===== src/rtl/led_mode_ctrl.sv =====
// -----------------------------------------------------------------------------
// led_mode_ctrl
//
// Push-button driven display-mode controller for the Alhambra II LED bank.
// Every debounced press of SW1 advances the display mode:
//    OFF -> BLINK -> CHASE -> BREATHE -> OFF          (LED_BREATHE_EN defined)
//    OFF -> BLINK -> CHASE -> OFF                     (LED_BREATHE_EN undefined)
//
// Build option:
//    LED_BREATHE_EN  compiles in the BREATHE mode, its 8-bit PWM and the
//                    triangle duty generator. Left undefined, that logic is
//                    absent and the mode FSM has three states.
//
// Parameters:
//    DEBOUNCE_CYC  consecutive changed-input cycles needed to accept a level
//    STEP_CYC      cycles per blink/chase step
//    BREATHE_CYC   cycles per +/-1 change of the breathe duty
//
// Ports:
//    CLK         in   12 MHz board clock
//    RST         in   synchronous active-high reset
//    SW1         in   push-button, 1 = pressed, asynchronous to CLK
//    LED7..LED0  out  LED drive, 1 = lit, registered
// -----------------------------------------------------------------------------
module led_mode_ctrl #(
   parameter int DEBOUNCE_CYC = 240000,
   parameter int STEP_CYC     = 1500000,
   parameter int BREATHE_CYC  = 23437
) (
   input  logic CLK,
   input  logic RST,
   input  logic SW1,
   output logic LED7,
   output logic LED6,
   output logic LED5,
   output logic LED4,
   output logic LED3,
   output logic LED2,
   output logic LED1,
   output logic LED0
);

   typedef enum logic [1:0] {
      MODE_OFF     = 2'd0,
      MODE_BLINK   = 2'd1,
      MODE_CHASE   = 2'd2,
      MODE_BREATHE = 2'd3
   } mode_t;

   localparam int DB_W   = $clog2(DEBOUNCE_CYC + 1);
   localparam int STEP_W = $clog2(STEP_CYC + 1);

   localparam logic [DB_W-1:0]   DB_LAST   = DB_W'(DEBOUNCE_CYC - 1);
   localparam logic [STEP_W-1:0] STEP_LAST = STEP_W'(STEP_CYC - 1);

   // ---------------------------------------------------------------------------
   // Two-flop synchroniser for the asynchronous button
   // ---------------------------------------------------------------------------
   logic s1;
   logic s2;

   // NOTE: registers are written with <= so every flop samples the values from
   // before the edge; blocking = here would collapse s1/s2 into a single stage.
   always_ff @(posedge CLK) begin
      if (RST) begin
         s1 <= 1'b0;
         s2 <= 1'b0;
      end else begin
         s1 <= SW1;
         s2 <= s1;
      end
   end

   // ---------------------------------------------------------------------------
   // Debouncer: the accepted level flips only after s2 has disagreed with it
   // for DEBOUNCE_CYC consecutive cycles; any agreeing cycle restarts the count.
   // ---------------------------------------------------------------------------
   logic            stable;
   logic            stable_d;
   logic [DB_W-1:0] db_cnt;
   logic            press;

   always_ff @(posedge CLK) begin
      if (RST) begin
         stable   <= 1'b0;
         stable_d <= 1'b0;
         db_cnt   <= '0;
      end else begin
         stable_d <= stable;
         if (s2 != stable) begin
            if (db_cnt == DB_LAST) begin
               stable <= ~stable;
               db_cnt <= '0;
            end else begin
               db_cnt <= db_cnt + DB_W'(1);
            end
         end else begin
            db_cnt <= '0;
         end
      end
   end

   // Rising edge of the accepted level only; release produces no event.
   assign press = stable & ~stable_d;

   // ---------------------------------------------------------------------------
   // Mode FSM
   // ---------------------------------------------------------------------------
   mode_t mode;
   mode_t mode_nxt;

   always_ff @(posedge CLK) begin
      if (RST) mode <= MODE_OFF;
      else     mode <= mode_nxt;
   end

   // NOTE: mode_nxt gets its hold value before the case so that every path
   // assigns it; a missing branch would otherwise infer a latch.
   always_comb begin
      mode_nxt = mode;
      if (press) begin
         case (mode)
            MODE_OFF:     mode_nxt = MODE_BLINK;
            MODE_BLINK:   mode_nxt = MODE_CHASE;
`ifdef LED_BREATHE_EN
            MODE_CHASE:   mode_nxt = MODE_BREATHE;
            MODE_BREATHE: mode_nxt = MODE_OFF;
`else
            MODE_CHASE:   mode_nxt = MODE_OFF;
`endif
            default:      mode_nxt = MODE_OFF;
         endcase
      end
   end

   // Every press changes the mode, so the press pulse doubles as the
   // mode-entry restart for all the per-mode state below.
   logic mode_chg;
   assign mode_chg = press;

   // ---------------------------------------------------------------------------
   // Step prescaler, blink phase and chase position
   // ---------------------------------------------------------------------------
   logic              step_run;
   logic              step_tick;
   logic [STEP_W-1:0] step_cnt;
   logic              phase;
   logic [2:0]        pos;

   assign step_run  = (mode == MODE_BLINK) || (mode == MODE_CHASE);
   assign step_tick = step_run && (step_cnt == STEP_LAST);

   always_ff @(posedge CLK) begin
      if (RST) begin
         step_cnt <= '0;
         phase    <= 1'b1;
         pos      <= 3'd0;
      end else if (mode_chg) begin
         // A mode change on the same cycle as a tick discards the tick.
         step_cnt <= '0;
         phase    <= 1'b1;
         pos      <= 3'd0;
      end else if (step_run) begin
         if (step_tick) begin
            step_cnt <= '0;
            if (mode == MODE_BLINK) phase <= ~phase;
            else                    pos   <= pos + 3'd1;
         end else begin
            step_cnt <= step_cnt + STEP_W'(1);
         end
      end
   end

`ifdef LED_BREATHE_EN
   // ---------------------------------------------------------------------------
   // Breathe: free-running 8-bit PWM against a triangle-swept duty. The duty
   // turns around at 255 and 0 so each endpoint lasts exactly one step.
   // ---------------------------------------------------------------------------
   localparam int BR_W = $clog2(BREATHE_CYC + 1);
   localparam logic [BR_W-1:0] BR_LAST = BR_W'(BREATHE_CYC - 1);

   logic [7:0]      pwm_cnt;
   logic [BR_W-1:0] br_cnt;
   logic [7:0]      duty;
   logic            dir_up;
   logic            br_run;
   logic            br_tick;
   logic            breathe_lit;

   assign br_run      = (mode == MODE_BREATHE);
   assign br_tick     = br_run && (br_cnt == BR_LAST);
   assign breathe_lit = (pwm_cnt < duty);

   always_ff @(posedge CLK) begin
      if (RST) pwm_cnt <= 8'd0;
      else     pwm_cnt <= pwm_cnt + 8'd1;
   end

   always_ff @(posedge CLK) begin
      if (RST) begin
         br_cnt <= '0;
         duty   <= 8'd0;
         dir_up <= 1'b1;
      end else if (mode_chg) begin
         br_cnt <= '0;
         duty   <= 8'd0;
         dir_up <= 1'b1;
      end else if (br_run) begin
         if (br_tick) begin
            br_cnt <= '0;
            if (dir_up && duty == 8'd255) begin
               dir_up <= 1'b0;
               duty   <= 8'd254;
            end else if (!dir_up && duty == 8'd0) begin
               dir_up <= 1'b1;
               duty   <= 8'd1;
            end else if (dir_up) begin
               duty <= duty + 8'd1;
            end else begin
               duty <= duty - 8'd1;
            end
         end else begin
            br_cnt <= br_cnt + BR_W'(1);
         end
      end
   end
`else
   // Breathe timing has no consumer in this build.
   logic unused_breathe_cyc;
   assign unused_breathe_cyc = (BREATHE_CYC > 0);
`endif

   // ---------------------------------------------------------------------------
   // LED output register
   // ---------------------------------------------------------------------------
   logic [7:0] led_nxt;
   logic [7:0] led_q;

   always_comb begin
      led_nxt = 8'd0;
      case (mode)
         MODE_BLINK:   led_nxt[7] = phase;
         MODE_CHASE:   led_nxt    = 8'd1 << pos;
`ifdef LED_BREATHE_EN
         MODE_BREATHE: led_nxt    = {8{breathe_lit}};
`endif
         default:      led_nxt    = 8'd0;
      endcase
   end

   always_ff @(posedge CLK) begin
      if (RST) led_q <= 8'd0;
      else     led_q <= led_nxt;
   end

   assign LED7 = led_q[7];
   assign LED6 = led_q[6];
   assign LED5 = led_q[5];
   assign LED4 = led_q[4];
   assign LED3 = led_q[3];
   assign LED2 = led_q[2];
   assign LED1 = led_q[1];
   assign LED0 = led_q[0];

endmodule


===== config.mk =====
export PLATFORM = sky130hd
export DESIGN_NAME = led_mode_ctrl
export DESIGN_NICKNAME = d
export VERILOG_FILES = /design/src/rtl/led_mode_ctrl.sv
export SDC_FILE = /design/constraint.sdc
export NUM_CORES = 1
export LEC_CHECK = 0
export ABC_CLOCK_PERIOD_IN_PS = 4710
export CORE_UTILIZATION = 65
export CTS_BUF_LIST = sky130_fd_sc_hd__clkbuf_8
export DETAILED_ROUTE_END_ITERATION = 8
export GPL_ROUTABILITY_DRIVEN = 1
export PLACE_DENSITY_LB_ADDON = 0.25
export SYNTH_ARGS = -nofsm -noshare
export SYNTH_HDL_FRONTEND = slang
export SYNTH_SLANG_ARGS = --single-unit

===== constraint.sdc =====
create_clock -name CLK -period 4.71 [get_ports CLK]
set_input_delay 0.7065 -clock CLK [delete_from_list [all_inputs] [get_ports CLK]]
set_output_delay 0.7065 -clock CLK [all_outputs]
set_load 0.05 [all_outputs]

# After elaboration in Yosys (flattened, before gate mapping)
# Cells that the tools add are included.
[op_classes] addsub=3 n_mul=0 div_mod_pow=0 n_lt_le_gt_ge=0 eq_ne=5 shift=1 n_mux=3 bitwise_logic=7 n_reduce_logical=9
[op_table] op="adder 21 x 1 -> 21 bit (second input constant)" n=1
[op_table] op="== test 21 bit (second input constant)" n=1
[op_table] op="two-way mux 21 bit" n=1
[op_table] op="adder 18 x 1 -> 18 bit (second input constant)" n=1
[op_table] op="== test 18 bit (second input constant)" n=1
[op_table] op="left shift 1 x 3 -> 8 bit (first input constant)" n=1
[op_table] op="NOT 1 bit" n=6
[op_table] op="AND reduction 3 bit" n=2
[op_table] op="one-hot mux 2 bit (2 select lines)" n=1
[op_table] op="OR reduction 2 bit" n=2
[op_table] op="adder 3 x 1 -> 3 bit (second input constant)" n=1
[op_table] op="OR reduction 3 bit" n=1
[op_table] op="== test 2 x 1 -> 1 bit (second input constant)" n=1
[op_table] op="== test 2 bit (second input constant)" n=1
[op_table] op="zero test 2 bit" n=1
[op_table] op="one-hot mux 1 bit (2 select lines)" n=1
[op_table] op="AND reduction 2 bit" n=1
[op_table] op="AND 1 bit" n=1
[op_table] op="logical AND 1 bit" n=1
[op_table] op="logical OR 1 bit" n=1
[op_table] op="inequality test 1 bit" n=1
[totals] reg_bits=57 latch_bits=0 ram_bits=0 romBits=0 inputBits=3 output_inout_bits=8 elab_cells=39 memories=0

# Depth between registers and ports, before layout
[depth] depth_word=4 ltp_mapped=9 ltp_nobuf=6

# Worst setup path after synthesis
# No wires, ideal clock.
[synth_path] path_kind="reg-to-reg" from="reg mode[0]" to="reg step_cnt[11]" setup_time_ns=0.115 arrival_time_ns=1.923 required_ns=4.595 slack_ns=2.672 path_stages_with_launch=10 n_path_buf=3 period_less_slack_ns=2.038 path_cell_list="dfxtp_1 > inv_1 > ha_1 > buf_2 > and4_1 > buf_2 > nand4_1 > o21ai_2 > buf_4 > nor2_1"
[synth_via] elab_chain_len=4 word_cells_on_any_way=5 classes_between="eq/ne (2); mux (1); reduce/logical (2)"
[synth_lines] item="start, declared" line="109" source="mode_t mode;"
[synth_lines] item="start signal, assigned" line="114" source="else mode <= mode_nxt;"
[synth_lines] item="== test 2 x 1 -> 1 bit or == test 2 bit (tied branches)" line="150" source="assign step_run = (mode == MODE_BLINK) || (mode == MODE_CHASE);"
[synth_lines] item="logical OR 1 bit (*)" line="150"
[synth_lines] item="named net step_run" line="144" source="logic step_run;"
[synth_lines] item="logical AND 1 bit" line="151" source="assign step_tick = step_run && (step_cnt == STEP_LAST);"
[synth_lines] item="two-way mux 21 bit" line="164" source="if (step_tick) begin"
[synth_lines] item="end signal, assigned" line="169" source="step_cnt <= step_cnt + STEP_W'(1);"
[synth_lines] item="end, declared" line="146" source="logic [STEP_W-1:0] step_cnt;"
# Mark *: on every way through the listed nets, which the timed path passes. The rest lies on a longest branch.
# A chain may end at the register's enable or synchronous reset.

# Worst setup path after layout
[layout_path] from="reg mode[0]" to="reg step_cnt[0]"
# Same word-level chain as after synthesis.

==> out/qor.csv <==
metric;value;unit
layout_common_cells;dfxtp_1 (57), nor2_1 (40), nand2_1 (20);
cp-end-kind;register;
io-pin-count;11;
p_int;0.0007847;W
clkPwrFrac;49.0;%
cts_tree;done;
grt_pass1_vias;1913;
gr-total-overflow;0;
hpwl;3296;µm
ys_ff_latch;57;
place.gp.congestion;0.8853;
r2r_cells;6;
clk_latency;0.33;ns
grt_first_pass_wirelength;8376;µm
ys.flop_type;dfxtp_1;
rsz0062_at_grt;no;
synth_cell_types;43;
switching_power;0.0001845;W
crit_type;register to register;
worstPathRequired;4.90;ns
layout_setup_ws;2.083;ns
synthArstFlopShare;0;%
drive_gt1_share;8.117;%
powerDensity;328.1;nW/µm²
post_cts_buffers;0;
seqPwrFrac;49.9;%
dr.pass1.iters;5;
fin_crit_sh;55.77;%
yosys_warnings;0;
maxSlewHeadroom;48.94;%
min_path_type;register to register;
ir_drop;0.2358;mV
num_antenna_cells;0;
synth_cells;292;
area_delta_synth_final;12.70;%
fin_tns_setup;0;ns
syn_area;2621;µm²
detail_route.iter0.violations;120;
tightest_slew;0.7658;ns
arrival;2.81;ns
ant_nets;0;
grt_usage;25.70;%
r2r-end;step_cnt[0];
setup_viol;0;
core-area;3771;µm²
p_comb_share;1.1;%
postCtsHoldBufs;0;
status;finished clean;
hold_viol;0;
drt-total-wl;4852;µm
die_y;65.51;µm
skew;0.004878;ns
syn_nets;307;
netlist_top_cells_area;dfxtp_1 (44%), ha_1 (5.7%), nor2_1 (5.7%);
io_buffers;10;
rr_startpoint;mode[0];
switching_share;19.03;%
cp_max_fo;18;
clk_pin_slew_worst_paths;0.06;ns
fmax;0.3807;GHz
period_minus_slack;2.627;ns
cts_buffer_depth;2;
post-place-ws;2.128;ns
power.total;0.0009692;W
grt_max_degree;19;
final_common_cell;dfxtp_1;
hold-path-endpoint;s2;
clock-sinks;57;
cts-root-buf;clkbuf_8;
min_path_cells;1;
synth_edf_count;0;
dr_total_vias;2108;
hold_path.startpoint;s1;
start_util;69.51;%
die_width;65.51;µm
post_cts_resized;0;
synth_top_area_share;43.53;%
nets;319;
slew_viol_final;0;
grt_antenna_before_repair;0;
final_core_util;78.33;%
avgSynthCellArea;8.977;µm²
reg2reg_slack;2.08;ns
yosys.area.top_type;dfxtp_1;
power.leakage;0.9851;nW
drc;0;
cts_buffers;9;
die-area;4291;µm²
fillers;233;
ys_seq_area_share;43.53;%
rows;22;
vias_per_cell;5.921;
htreeDepth;3;
max_cap_violations;0;
wire_per_inst;13.63;µm
cp-start-kind;register;
sequential cells by signal, indices dropped and copies added (netlist names):
name / cells
pos: 3
led_q: 8
step_cnt: 21
s2: 1
stable: 1
s1: 1
stable_d: 1
db_cnt: 18
phase: 1
mode: 2
Yosys cell counts, types with 3 or more instances:
cell      instances
nand4_1          14
and3_1            3
xnor2_1          14
nor2_1           40
nand3_1          16
nand2_1          20
buf_2             3
a21oi_1          13
nand2b_1          4
inv_1             8
ha_1             12
dfxtp_1          57
o31ai_1           7
or4_1             6
nor3_1            8
and4_1            6
nor4_1           10
o21ai_0           4
xor2_1           13
clkbuf_1          4
nor2b_1           5
per-layer routing:
layer / track usage (%) / share of wire (%)
met1: 31.74 / 47
met2: 40.72 / 47
met3: 8.854 / 5.5
met4: 10.33 / 0.70
met5: 0 / 0
critical path, cell delays in order (launching register included):
cell and delay, ns:
dfxtp_1 0.36, inv_1 0.10, ha_1 0.46, and4_1 0.42
nand4_1 0.26, o21ai_2 0.70, o22ai_1 0.19
layout make-up:
type	count	area (µm²)	share of cell area, %
Timing Repair Buffer	10	100.1	3.388
Clock inverter	2	35.03	1.186
Multi-Input combinational cell	218	1409	47.69
Sequential cell	57	1141	38.63
Tap cell	48	60.06	2.033
Inverter	8	30.03	1.017
Clock buffer	13	178.9	6.057
worst max-delay path by stage:
stage	from	end	slack, ns	depth (start not counted)
detailed placement	mode[0]	step_cnt[0]	2.13	6
CTS	mode[0]	step_cnt[0]	2.07	6
finish	mode[0]	step_cnt[0]	2.08	6
floorplan	mode[0]	step_cnt[11]	2.67	9
global placement	mode[0]	step_cnt[0]	2.24	6
global route	mode[1]	step_cnt[0]	1.81	6
logic make-up after synthesis:
family                     synth area share (%)
and+or+nand+nor                           30.79
xor gates and xnor gates                  9.022
AOI/OAI and AO/OA                         7.399
buffers and inverters                     2.720
muxes                                    0.8114
DFF                                       43.53
adders and majority gates                 5.728
power groups by stage:
stage | combinational, W | sequential [W] | clock, W
floorplan | 0.00000758 | 0.000494 | 0
global placement | 0.0000106 | 0.000494 | 0
detailed placement | 0.0000107 | 0.000494 | 0
CTS | 0.0000108 | 0.000484 | 0.000483
global route | 0.0000119 | 0.000484 | 0.000506
finish | 0.0000107 | 0.000484 | 0.000475
per-stage QoR:
stage	cells	hold slack (ns)	cell area [µm²]
2_1_floorplan	292	0.4138	2621
3_3_place_gp	341	0.4333	2740
3_5_place_dp	341	0.4684	2740
4_1_cts	356	0.4768	2954
5_1_grt	356	0.4829	2954
6_report	356	0.4668	2954
(Power assumes the default switching activity.)
